`config.mk`:
```
export PLATFORM = sky130hd
export DESIGN_NAME = serial_nibble_add_ctrl
export DESIGN_NICKNAME = d
export VERILOG_FILES = /design/src/rtl/serial_nibble_add_ctrl_pkg.sv /design/src/rtl/serial_nibble_add_ctrl_nibble_adder_cin.sv /design/src/rtl/serial_nibble_add_ctrl.sv
export SDC_FILE = /design/constraint.sdc
export NUM_CORES = 1
export LEC_CHECK = 0
export CORE_MARGIN = 2
export CORE_UTILIZATION = 50
export CTS_CLUSTER_SIZE = 12
export DETAILED_ROUTE_END_ITERATION = 10
export PLACE_DENSITY = 0.88
export SKIP_LAST_GASP = 1
export SLEW_MARGIN = 15
export SYNTH_ARGS = -nofsm -noshare
export SYNTH_HDL_FRONTEND = slang
export SYNTH_SLANG_ARGS = --single-unit
export TNS_END_PERCENT = 30
```
`constraint.sdc`:
```
create_clock -name clk -period 2.58 [get_ports clk]
set_input_delay 0.258 -clock clk [delete_from_list [all_inputs] [get_ports clk]]
set_output_delay 0.258 -clock clk [all_outputs]
set_load 0.02 [all_outputs]
```
`src/rtl/serial_nibble_add_ctrl_pkg.sv`:
```
// Package serial_add_pkg: shared constants and FSM state type for the
// serial nibble adder sequencer.
//   NIBBLE_W : width of the reused adder slice
//   state_t  : IDLE / RUN / DONE controller states (2'b11 is illegal)
package serial_add_pkg;

    localparam int unsigned NIBBLE_W = 4;

    typedef enum logic [1:0] {
        IDLE = 2'b00,
        RUN  = 2'b01,
        DONE = 2'b10
    } state_t;

endpackage

```
`src/rtl/serial_nibble_add_ctrl_nibble_adder_cin.sv`:
```
// nibble_adder_cin: combinational 4-bit adder slice with carry-in.
// Ports:
//   x, y : nibble operands
//   ci   : carry in
//   s    : nibble sum
//   co   : carry out
module nibble_adder_cin
    import serial_add_pkg::*;
(
    input  logic [NIBBLE_W-1:0] x,
    input  logic [NIBBLE_W-1:0] y,
    input  logic                ci,
    output logic [NIBBLE_W-1:0] s,
    output logic                co
);

    logic [NIBBLE_W:0] full;

    always_comb begin
        full = {1'b0, x} + {1'b0, y} + {{NIBBLE_W{1'b0}}, ci};
        s    = full[NIBBLE_W-1:0];
        co   = full[NIBBLE_W];
    end

endmodule

```
`src/rtl/serial_nibble_add_ctrl.sv`:
```
// serial_nibble_add_ctrl: adds two NIBBLES*4-bit operands by passing them
// through one 4-bit adder slice, least-significant nibble first, with a
// carry register chaining nibble to nibble.
// Optional build macro: OVERFLOW_FLAG_EN adds the signed-overflow port ovf.
// Ports:
//   clk, rst_n               : clock, asynchronous active-low reset
//   start_valid/start_ready  : command handshake (ready only in IDLE)
//   a, b, cin                : operands, sampled on the command handshake
//   res_valid/res_ready      : result handshake (valid only in DONE)
//   sum, cout                : registered W-bit sum and carry out
//   busy                     : high in RUN or DONE
//   ovf                      : two's-complement overflow (OVERFLOW_FLAG_EN)
module serial_nibble_add_ctrl
    import serial_add_pkg::*;
#(
    parameter int unsigned NIBBLES = 4
) (
    input  logic                    clk,
    input  logic                    rst_n,
    input  logic                    start_valid,
    output logic                    start_ready,
    input  logic [NIBBLES*4-1:0]    a,
    input  logic [NIBBLES*4-1:0]    b,
    input  logic                    cin,
    output logic                    res_valid,
    input  logic                    res_ready,
    output logic [NIBBLES*4-1:0]    sum,
    output logic                    cout,
    output logic                    busy
`ifdef OVERFLOW_FLAG_EN
    ,
    output logic                    ovf
`endif
);

    localparam int unsigned W  = NIBBLES * NIBBLE_W;
    localparam int unsigned CW = $clog2((NIBBLES > 2) ? NIBBLES : 2);

    state_t state_q, state_d;

    logic [W-1:0]        a_q, b_q, sum_q;
    logic                carry_q, cout_q;
    logic [CW-1:0]       cnt_q;
    logic                load_en, run_en, last;

    logic [NIBBLE_W-1:0] slice_s;
    logic                slice_co;

    nibble_adder_cin u_slice (
        .x  (a_q[NIBBLE_W-1:0]),
        .y  (b_q[NIBBLE_W-1:0]),
        .ci (carry_q),
        .s  (slice_s),
        .co (slice_co)
    );

    assign last = (cnt_q == CW'(NIBBLES - 1));

    always_ff @(posedge clk or negedge rst_n) begin
        if (!rst_n) begin
            state_q <= IDLE;
        end else begin
            state_q <= state_d;
        end
    end

    always_comb begin
        state_d     = state_q;
        start_ready = 1'b0;
        res_valid   = 1'b0;
        busy        = 1'b0;
        load_en     = 1'b0;
        run_en      = 1'b0;
        case (state_q)
            IDLE: begin
                start_ready = 1'b1;
                if (start_valid) begin
                    load_en = 1'b1;
                    state_d = RUN;
                end
            end
            RUN: begin
                busy   = 1'b1;
                run_en = 1'b1;
                if (last) begin
                    state_d = DONE;
                end
            end
            DONE: begin
                busy      = 1'b1;
                res_valid = 1'b1;
                if (res_ready) begin
                    state_d = IDLE;
                end
            end
            default: begin
                state_d = IDLE;
            end
        endcase
    end

    // Each RUN edge retires one nibble: the new slice result enters the top
    // of sum while older nibbles move down, so after NIBBLES edges nibble 0
    // has reached the bottom.
    always_ff @(posedge clk or negedge rst_n) begin
        if (!rst_n) begin
            a_q     <= '0;
            b_q     <= '0;
            sum_q   <= '0;
            carry_q <= 1'b0;
            cout_q  <= 1'b0;
            cnt_q   <= '0;
        end else if (load_en) begin
            a_q     <= a;
            b_q     <= b;
            carry_q <= cin;
            cnt_q   <= '0;
        end else if (run_en) begin
            a_q     <= a_q >> NIBBLE_W;
            b_q     <= b_q >> NIBBLE_W;
            sum_q   <= (sum_q >> NIBBLE_W) | (W'(slice_s) << (W - NIBBLE_W));
            carry_q <= slice_co;
            cnt_q   <= cnt_q + CW'(1);
            if (last) begin
                cout_q <= slice_co;
            end
        end
    end

    assign sum  = sum_q;
    assign cout = cout_q;

`ifdef OVERFLOW_FLAG_EN
    logic ovf_q;

    // Carry into the sign bit differs from carry out exactly when both
    // top-nibble sign bits agree and the result sign bit does not.
    always_ff @(posedge clk or negedge rst_n) begin
        if (!rst_n) begin
            ovf_q <= 1'b0;
        end else if (run_en && last) begin
            ovf_q <= (a_q[NIBBLE_W-1] == b_q[NIBBLE_W-1]) &&
                     (slice_s[NIBBLE_W-1] != a_q[NIBBLE_W-1]);
        end
    end

    assign ovf = ovf_q;
`endif

endmodule

```
==> results.ini <==
[setup_path]
cp_max_fo = 2
endpoint_kind = register
cp_cell_sequence = fa_1, fa_1, a21o_1, a211oi_1, o31ai_1
crit_slowest_cell = fa_1
critical_path_arrival_ns = 2.11
worst_ep_required_time_ns = 2.75
crit_path_max_incr_delay_ns = 0.46
setup.worst_path.start_class = register
path_class = reg2reg
crit_buf_inv = 0
cpMostUsedCell = fa_1
critical-path-top-delay-family = adder cells

[die]
io_pins = 57
coreArea_um2 = 4750
start_util_pct = 52.1
rows = 25
die-area_um2 = 5530
fp.dieH_um = 74.4
chipWidth_um = 74.4

[logic_synthesis]
synth_cells = 220
synth_common_cells = dfrtp_1, nand2_1, o21ai_0
yosysWarnings = 0
synth_top_area_share_pct = 54.6
yosysMostFrequentCell = dfrtp_1
synth_flop_cell = dfrtp_1
synth.net_count = 267
synthMuxAreaShare_pct = 17.4
synth-xor-area-share_pct = 0.708
synthAdderAreaFrac_pct = 5.66
synthTopCellsByArea = dfrtp_1, mux2i_1, mux2_2
yosysUniqueCellTypes = 28
synth-simple-area-share_pct = 8.49
yosys.area.top_type = dfrtp_1
synth_top_family_by_area = multiplexers
yosys_register_bits = 54
synth_seq_area_share_pct = 54.6
synth_compound_area_share_pct = 9.50
synth_area_um2 = 2470
async_flop_share_pct = 100
synth.avg_cell_area_um2 = 11.2
synth_edf_count = 0

[sta]
final_hold_viol_count = 0
max-slew-margin-rel_pct = 65.2
final_max_slew_viol_count = 0
rsz0062_at_grt = false
final.min_clock_period_ns = 1.94
whs_ns = 0.470
finClkSkew_ns = 0.00818
finalWorstSetupSlack_ns = 0.642
fmax_mhz = 516
tns_ns = 0
period_share_pct = 75.1
worst_pin_slew_ns = 0.521
setup_viol = 0

[pwr]
peakVddDrop_mv = 0.470
powerDensity_nw_per_um2 = 1250
power_w = 0.00399
leakage_nw = 1.37

[clock_tree]
cts_setup_buffers = 0
clk_latency_ns = 0.30
root_buffer = clkbuf_8
h-tree-depth = 2
cts_max_path_buffers = 2
cts.sinks = 54
clkTransAtPathRegs_ns = 0.09
numCtsBuffers = 5
cts_tree = yes

[route]
route.detailed.drc = 0
wl_um = 4640
wl_per_cell_um = 13.5
drt_iter0_markers = 87
dr.pass1.iters = 4
ant_nets = 0
vias_per_cell = 5.19
num_vias = 1786

[final_layout]
fin_area_um2 = 3180
fillers = 382
layout-drive-gt1-share_pct = 10.8
finalNetCount = 324
area_growth_pct = 28.6
n_antenna_cell = 0

[flow_run]
cap_violations = 0

[outcome]
status = finished clean

[grt]
busiest_layer = met2
grt_pass1_vias = 1824
use_met1_pct = 23.9
gr-usage-met3_pct = 5.15
grt_pass1_wl_um = 8090
grt_usage_pct = 19.4
gr-total-overflow = 0
grt_util_met2_pct = 32.9
grt_max_degree = 33
grt_antenna_before_repair = 0

[placement]
hpwl_um = 3370
place_area_um2 = 3100
pre_cts_slack_ns = 0.635
place.gp.congestion = 0.808
port_buffers = 56

[worst_hold_path]
hold_class = in2async

==> cell usage in the layout, fill, tap and decap left out, drive strengths merged <==
cell type      count
fa                 2
o211ai             1
mux2              16
clkdlybuf4s50     55
dlygate4sd3        1
ha                 8
nand3b             1
and3b              1
dfrtp             54
buf                7
a211oi             1
nand2             41
a311oi             1
nor2b              1
a21o               1
nand4b             1
nor2               5
a31oi              1
clkinv             1
inv                5
o31ai              1
xnor2              2
a21oi              4
clkbuf             7
o21ai             32
a222oi             1
and2               1
mux2i             25
==> sequential cells by signal (all words and copies together), names as in the netlist <==
signal and count:
sum 16, cnt_q 2, state_q 2, b_q 16, cout 1, a_q 16
carry_q 1
==> per-layer routing <==
metal | vias up | wire (µm)
li1 | 861 | -
met1 | 857 | 2010
met2 | 57 | 2290
met3 | 11 | 249
met4 | 0 | 91
met5 | - | 0
==> through the flow <==
| step | util (%) | cells |
|---|---|---|
| after global routing | 66.9 | 344 |
| after CTS | 66.9 | 344 |
| after global placement | 65.1 | 336 |
| final | 66.9 | 344 |
| after detailed placement | 65.1 | 336 |
| after floorplan | - | 220 |
==> report_power, final <==
part | internal, W | leakage, nW | switching [W]
clock network | 0.000187 | 0.0383 | 0.000244
logic | 0.00102 | 0.661 | 0.00101
registers | 0.00127 | 0.667 | 0.000261
==> layout make-up <==
cell class,instances,area [µm²],area share (%)
Inverter,6,22.5,0.708
Clock buffer,7,76.3,2.40
Multi-Input combinational cell,147,1040,32.6
Sequential cell,54,1350,42.5
Tap cell,67,83.8,2.63
Timing Repair Buffer,63,611,19.2
==> path summary, 6_finish.rpt <==
path | start | to | slack (ns) | cells after the start
worst max-delay path | a_q[0]$_DFFE_PN0P_ | carry_q$_DFFE_PN0P_ | 0.64 | 5
worst max register to register | a_q[0]$_DFFE_PN0P_ | carry_q$_DFFE_PN0P_ | 0.64 | 5
min in group clk | a[12] | a_q[12]$_DFFE_PN0P_ | 0.50 | 3
max in group asynchronous | rst_n | sum[15]$_DFFE_PN0P_ | 1.33 | 3
worst min register to register | sum[0]$_DFFE_PN0P_ | sum[0]$_DFFE_PN0P_ | 0.51 | 1
worst min-delay path | rst_n | state_q[1]$_DFFE_PN0P_ | 0.47 | 2
==> repair_timing <==
action / in CTS / in global routing
endpoints found under the hold margin: 22 / 0
resized for setup: 0 / 0
hold buffers: 1 / 0
==> worst reg2reg max path, delay by kind of cell, from the launching register on <==
family | cells | cell delay, ns
DFF | 1 | 0.41
adders and majority gates | 2 | 0.88
AOI/OAI and AO/OA | 3 | 0.53
==> cell families after synthesis <==
group                      after synthesis
AOI/OAI and AO/OA                       43
buffers and inverters                   19
xor gates and xnor gates                 2
DFF                                     54
adders and majority gates               10
muxes                                   41
and+or+nand+nor                         51
(Power assumes the default switching activity.)
